`src/rtl/fetch_unit.sv`:
```
// Instruction fetch unit: owns the PC, fetches one word per instruction from
// instruction memory, holds it for the decoders until the control unit advances.
module fetch_unit #(
    parameter logic [63:0] RESET_PC = 64'h0
) (
    input  logic        clock,
    input  logic        reset,
    input  logic [1:0]  program_counter_function_select,
    input  logic        program_counter_input_select,
    input  logic        databus_program_counter_enable,
    input  logic [63:0] constant,
    input  logic [63:0] databus_in,
    input  logic        advance,
    output logic [63:0] imem_address,
    output logic        imem_request,
    input  logic        imem_ready,
    input  logic [31:0] imem_data,
    output logic [31:0] instruction,
    output logic        instruction_valid,
    output logic [63:0] databus_out,
    output logic        databus_out_enable,
    output logic        misaligned
);

    localparam int unsigned XLEN = 64;
    localparam int unsigned ILEN = 32;

    localparam logic [1:0] PC_HOLD   = 2'b00;
    localparam logic [1:0] PC_INC    = 2'b01;
    localparam logic [1:0] PC_LOAD   = 2'b10;
    localparam logic [1:0] PC_BRANCH = 2'b11;

    typedef enum logic [0:0] {
        ST_FETCH = 1'b0,
        ST_HOLD  = 1'b1
    } state_t;

    state_t            r_state;
    state_t            w_next_state;
    logic [XLEN-1:0]   r_pc;
    logic [ILEN-1:0]   r_instr;
    logic              r_valid;
    logic              r_req;
    logic              r_misaligned;

    logic              w_fetch_done;
    logic              w_take_advance;
    logic              w_req_next;
    logic              w_misalign_hit;
    logic [XLEN-1:0]   w_op;
    logic [XLEN-1:0]   w_next_pc;
    logic [XLEN-1:0]   w_link;

    // State register
    always_ff @(posedge clock or negedge reset) begin
        if (!reset) begin
            r_state <= ST_FETCH;
        end else begin
            r_state <= w_next_state;
        end
    end

    // Next-state logic; a fetch only completes while a request is actually out
    always_comb begin
        w_next_state = r_state;
        case (r_state)
            ST_FETCH: if (r_req && imem_ready) w_next_state = ST_HOLD;
            ST_HOLD:  if (advance)             w_next_state = ST_FETCH;
            default:                           w_next_state = ST_FETCH;
        endcase
    end

    // FSM control outputs
    always_comb begin
        w_fetch_done   = 1'b0;
        w_take_advance = 1'b0;
        w_req_next     = 1'b0;
        case (r_state)
            ST_FETCH: begin
                w_fetch_done = r_req & imem_ready;
                w_req_next   = ~(r_req & imem_ready);
            end
            ST_HOLD: begin
                w_take_advance = advance;
                w_req_next     = advance;
            end
            default: w_req_next = 1'b1;
        endcase
    end

    // PC update datapath, all arithmetic modulo 2^64
    always_comb begin
        w_op           = program_counter_input_select ? constant : databus_in;
        w_next_pc      = r_pc;
        w_misalign_hit = 1'b0;
        case (program_counter_function_select)
            PC_HOLD:   w_next_pc = r_pc;
            PC_INC:    w_next_pc = r_pc + XLEN'(4);
            PC_LOAD: begin
                w_next_pc      = {w_op[XLEN-1:2], 2'b00};
                w_misalign_hit = |w_op[1:0];
            end
            PC_BRANCH: w_next_pc = r_pc + {w_op[XLEN-3:0], 2'b00};
            default:   w_next_pc = r_pc;
        endcase
    end

    always_ff @(posedge clock or negedge reset) begin
        if (!reset) begin
            r_pc         <= RESET_PC;
            r_instr      <= '0;
            r_valid      <= 1'b0;
            r_req        <= 1'b0;
            r_misaligned <= 1'b0;
        end else begin
            r_req <= w_req_next;
            if (w_fetch_done) begin
                r_instr <= imem_data;
                r_valid <= 1'b1;
            end
            if (w_take_advance) begin
                r_pc    <= w_next_pc;
                r_valid <= 1'b0;
                if (w_misalign_hit) r_misaligned <= 1'b1;
            end
        end
    end

    // Link value tracks the current (pre-update) PC
    assign w_link             = r_pc + XLEN'(4);
    assign databus_out        = w_link;
    assign databus_out_enable = databus_program_counter_enable & r_valid;
    assign imem_address       = r_pc;
    assign imem_request       = r_req;
    assign instruction        = r_instr;
    assign instruction_valid  = r_valid;
    assign misaligned         = r_misaligned;

endmodule

```
`config.mk`:
```
export PLATFORM = sky130hd
export DESIGN_NAME = fetch_unit
export DESIGN_NICKNAME = d
export VERILOG_FILES = /design/src/rtl/fetch_unit.sv
export SDC_FILE = /design/constraint.sdc
export NUM_CORES = 1
export LEC_CHECK = 0
export CORE_ASPECT_RATIO = 0.8
export CORE_MARGIN = 2
export CORE_UTILIZATION = 48
export DETAILED_ROUTE_END_ITERATION = 12
export GPL_TIMING_DRIVEN = 0
export PLACE_DENSITY = 0.8
export SETUP_SLACK_MARGIN = 0.2
export SYNTH_ARGS = -nofsm -noshare
export SYNTH_HDL_FRONTEND = slang
export SYNTH_SLANG_ARGS = --single-unit
```
`constraint.sdc`:
```
create_clock -name clock -period 9.45 [get_ports clock]
set_input_delay 1.89 -clock clock [delete_from_list [all_inputs] [get_ports clock]]
set_output_delay 1.89 -clock clock [all_outputs]
set_load 0.05 [all_outputs]
```
==> run_results.csv <==
group,metric,value,unit
power_and_ir_drop,vdd_drop_max,0.2748,mV
sta,fmax,0.1206,GHz
power_and_ir_drop,cellLeakagePower,6.093,nW
clock_network,tritoncts,"built",
clock_network,cts_hold_buf,0,
synth,synth_seq_cells,98,
sta,setup_total_negative_slack,0,ps
critical_path,cpMostUsedCell,"clkbuf_1",
synth,synth.distinct_cells,78,
critical_path,endpoint_kind,"register",
place,place_inst,1958,
sta,finClkSkew,14.04,ps
cells_and_area,final_cells,1974,
floorplan,die_w,170.4,um
detailed_routing,ant_nets,0,
clock_network,clockBufferDepth,2,
cells_and_area,drive_gt1_share,8.781,%
global_route,antenna_found_initial,1,
synth,ys_warn_count,0,
detailed_routing,dr_wl_met3,6.265,mm
place,io_buffers,326,
cells_and_area,n_antenna_cell,0,
detailed_routing,finalWirelength,48.34,mm
global_route,grt_pass1_wl,70.30,mm
critical_path,r2r-start,"imem_address[2]$_DFFE_PN0P_",
sta,slew_violations,0,
global_route,grt_pass1_vias,11800,
cells_and_area,area_growth,37.46,%
sta,rsz0062_at_grt,"no",
power_and_ir_drop,power_density,356.2,nW/um2
sta,hold_viol,0,
detailed_routing,dr_wl_met2,21.29,mm
global_route,grt_usage,40.62,%
worst_hold_path,min_path_type,"reg -> reg",
floorplan,dieArea,23360,um2
critical_path,slowest_delay,910,ps
synth,avgSynthCellArea,8.004,um2
global_route,overflow,0,
clock_network,ctsResizeCount,0,
clock_network,clk_pin_slew,80,ps
sta,maxSlewHeadroom,2.015,%
critical_path,crit_chain,"clkdlybuf4s50_1, clkbuf_1, clkbuf_1, buf_1, mux2_2, ha_1, o2111ai_1, a2111oi_0, nor3_1, o41ai_1, a21oi_1, xor2_1, a211oi_1, a221o_1",
sta,min_period,8293,ps
sta,tightest_slew,1470,ps
place,pre_cts_ws,1008,ps
clock_network,cts.htree.levels,3,
critical_path,critPathMaxFanout,10,
floorplan,pin_count,332,
synth,yosysSeqAreaShare,23.07,%
sta,whs,471.9,ps
sta,fin_ws,1157,ps
clock_network,cts.sink_count,98,
place,gp_congestion,0.9948,
detailed_routing,drtIter0Drc,1433,
clock_network,cts_made_buffers,9,
cells_and_area,layout.nets,1900,
clock_network,clkLatencyLatePin,380,ps
detailed_routing,vias,12480,
critical_path,r2r_cells,12,
worst_hold_path,min_path_cells,1,
outcome,outcome,"completed",
detailed_routing,highest_layer,"met5",
clock_network,cts_setup_buffers,0,
sta,setup_viol_count_final,0,
synth,synth_edf_count,0,
synth,ys.flop_type,"dfrtp_1",
synth,syn_inst,1328,
critical_path,crit_buf_inv,4,
critical_path,start_kind,"primary input",
detailed_routing,drt-vias-per-instance,6.320,
detailed_routing,drt_first_pass_iters,6,
worst_hold_path,min_from,"misaligned$_DFFE_PN0P_",
worst_hold_path,holdPathEnd,"misaligned$_DFFE_PN0P_",
critical_path,r2r-end,"imem_address[32]$_DFFE_PN0P_",
critical_path,critical-path-top-delay-family,"buffers and inverters",
floorplan,row_count,48,
critical_path,worstPathArrival,8610,ps
critical_path,required,9760,ps
detailed_routing,m1WireLength,19.14,mm
floorplan,die_h,137.1,um
detailed_routing,wl_per_cell,24.49,um
floorplan,core_area,21680,um2
place,hpwlAfterDp,36.94,mm
critical_path,crit_type,"in -> reg",
global_route,grt_start_max_net_pins,55,
sta,period_share,87.75,%
synth,syn_area,10630,um2
clock_network,cts_root_buf,"clkbuf_16",
critical_path,ff2ff_setup_slack,4920,ps
flow_run,maxCapViolCount,0,
critical_path,slowest_stage,"a2111oi_0",
detailed_routing,drc,0,
synth,async_flop_share,100.0,%
floorplan,start_util,49.02,%
-- state kept, by name, summed over array words and instances, names as in the netlist --
name,flops
instruction,32
misaligned,1
imem_address,62
r_state,1
instruction_valid,1
imem_request,1
-- area by class of cell --
class                   instances  area, um2
repair buffers                327       3288
fillers                      1841       7071
clock inverters                 7      81.33
plain buffers                  86      349.1
clock buffers                   9      225.2
multi-input cells            1109       7696
flip-flops and latches         98       2452
inverters                      38      142.6
well taps                     300      375.4
-- per-layer routing --
metal	up-vias	global-route usage [%]
met3	110	11.25
met2	895	63.53
met1	5898	53.49
li1	5570	-
met5	-	0
met4	2	15.53
-- worst max-delay path by stage --
| stage | from | endpoint | slack, ps | depth (start not counted) |
|---|---|---|---|---|
| 2_1_floorplan | program_counter_input_select | imem_address[60]$_DFFE_PN0P_ | 3550 | 15 |
| 3_3_place_gp | program_counter_input_select | imem_address[32]$_DFFE_PN0P_ | 1090 | 14 |
| 3_5_place_dp | program_counter_input_select | imem_address[32]$_DFFE_PN0P_ | 1010 | 14 |
| 4_1_cts | program_counter_input_select | imem_address[32]$_DFFE_PN0P_ | 1400 | 14 |
| 5_1_grt | program_counter_input_select | imem_address[32]$_DFFE_PN0P_ | 1130 | 14 |
| 6_report | program_counter_input_select | imem_address[32]$_DFFE_PN0P_ | 1160 | 14 |
-- placed cells by master (no fill, tap or decap), types with 5 or more instances in the layout --
| master | instances |
|---|---|
| clkdlybuf4s50_1 | 325 |
| nand2_1 | 131 |
| a21oi_1 | 102 |
| nor2_1 | 98 |
| dfrtp_1 | 98 |
| mux2_2 | 97 |
| o21ai_0 | 93 |
| clkbuf_1 | 68 |
| ha_1 | 62 |
| xnor2_1 | 60 |
| a21o_1 | 53 |
| xor2_1 | 50 |
| nand3_1 | 40 |
| inv_1 | 36 |
| nand4_1 | 35 |
| and3_1 | 30 |
| nor3_1 | 25 |
| a211oi_1 | 19 |
| mux2i_1 | 18 |
| a31oi_1 | 15 |
| a221oi_1 | 14 |
| o21bai_1 | 12 |
| and4_1 | 10 |
| buf_1 | 9 |
| and2_1 | 9 |
| o22ai_1 | 9 |
| o211ai_1 | 9 |
| clkbuf_16 | 9 |
| o21a_1 | 8 |
| buf_4 | 7 |
| nor2b_1 | 7 |
| or3_1 | 6 |
| o31ai_1 | 6 |
| or2_2 | 6 |
| a41oi_1 | 6 |
| a22oi_1 | 6 |
| a211o_1 | 5 |
-- power by group --
group,internal [mW],total (mW),switching [mW],leakage [nW]
sequential,0.608,0.889,0.281,1.16
combinational,1.37,3.90,2.53,4.78
clock,0.190,0.413,0.223,0.150
total,2.17,5.20,3.03,6.09
-- synthesized netlist by cell type, types with 10 or more instances --
cell type | number | share of area [%]
nand2_1 | 131 | 4.6
a21oi_1 | 102 | 4.8
dfrtp_1 | 98 | 23
nor2_1 | 98 | 3.5
mux2_2 | 97 | 10
o21ai_0 | 93 | 4.4
clkbuf_1 | 68 | 2.4
ha_1 | 62 | 7.3
xnor2_1 | 60 | 4.9
a21o_1 | 53 | 3.7
xor2_1 | 50 | 4.1
nand3_1 | 40 | 1.9
inv_1 | 36 | 1.3
nand4_1 | 35 | 2.1
and3_1 | 30 | 1.8
nor3_1 | 25 | 1.2
a211oi_1 | 19 | 1.3
mux2i_1 | 18 | 1.7
a31oi_1 | 15 | 0.88
a221oi_1 | 14 | 1.2
o21bai_1 | 12 | 0.85
and4_1 | 10 | 0.82
-- metrics by stage --
stage	utilization, %	total power, mW	area [um2]
3_3_place_gp	65.86	4.682	14280
4_1_cts	67.39	5.143	14610
6_report	67.39	5.203	14610
3_5_place_dp	65.97	4.715	14300
2_1_floorplan	-	3.456	10640
5_1_grt	67.39	5.451	14610
-- worst register-to-register path, stage by stage, from the launching register on --
cell	delay, ps
dfrtp_1	520
ha_1	240
inv_1	60
fa_1	370
nor2b_1	230
o2111ai_1	230
a2111oi_0	910
nor3_1	220
o41ai_1	770
a21oi_1	290
xor2_1	210
a211oi_1	290
a221o_1	150
-- kinds of logic after synthesis --
| logic type | synth area share (%) |
|---|---|
| and+or+nand+nor | 19.12 |
| AOI/OAI and AO/OA | 24.47 |
| buffers and inverters | 4.626 |
| muxes | 11.97 |
| xor gates and xnor gates | 9.217 |
| DFF | 23.07 |
| adders and majority gates | 7.487 |
| other | 0.03528 |
Note: power is estimated with default switching activity, not from simulation.
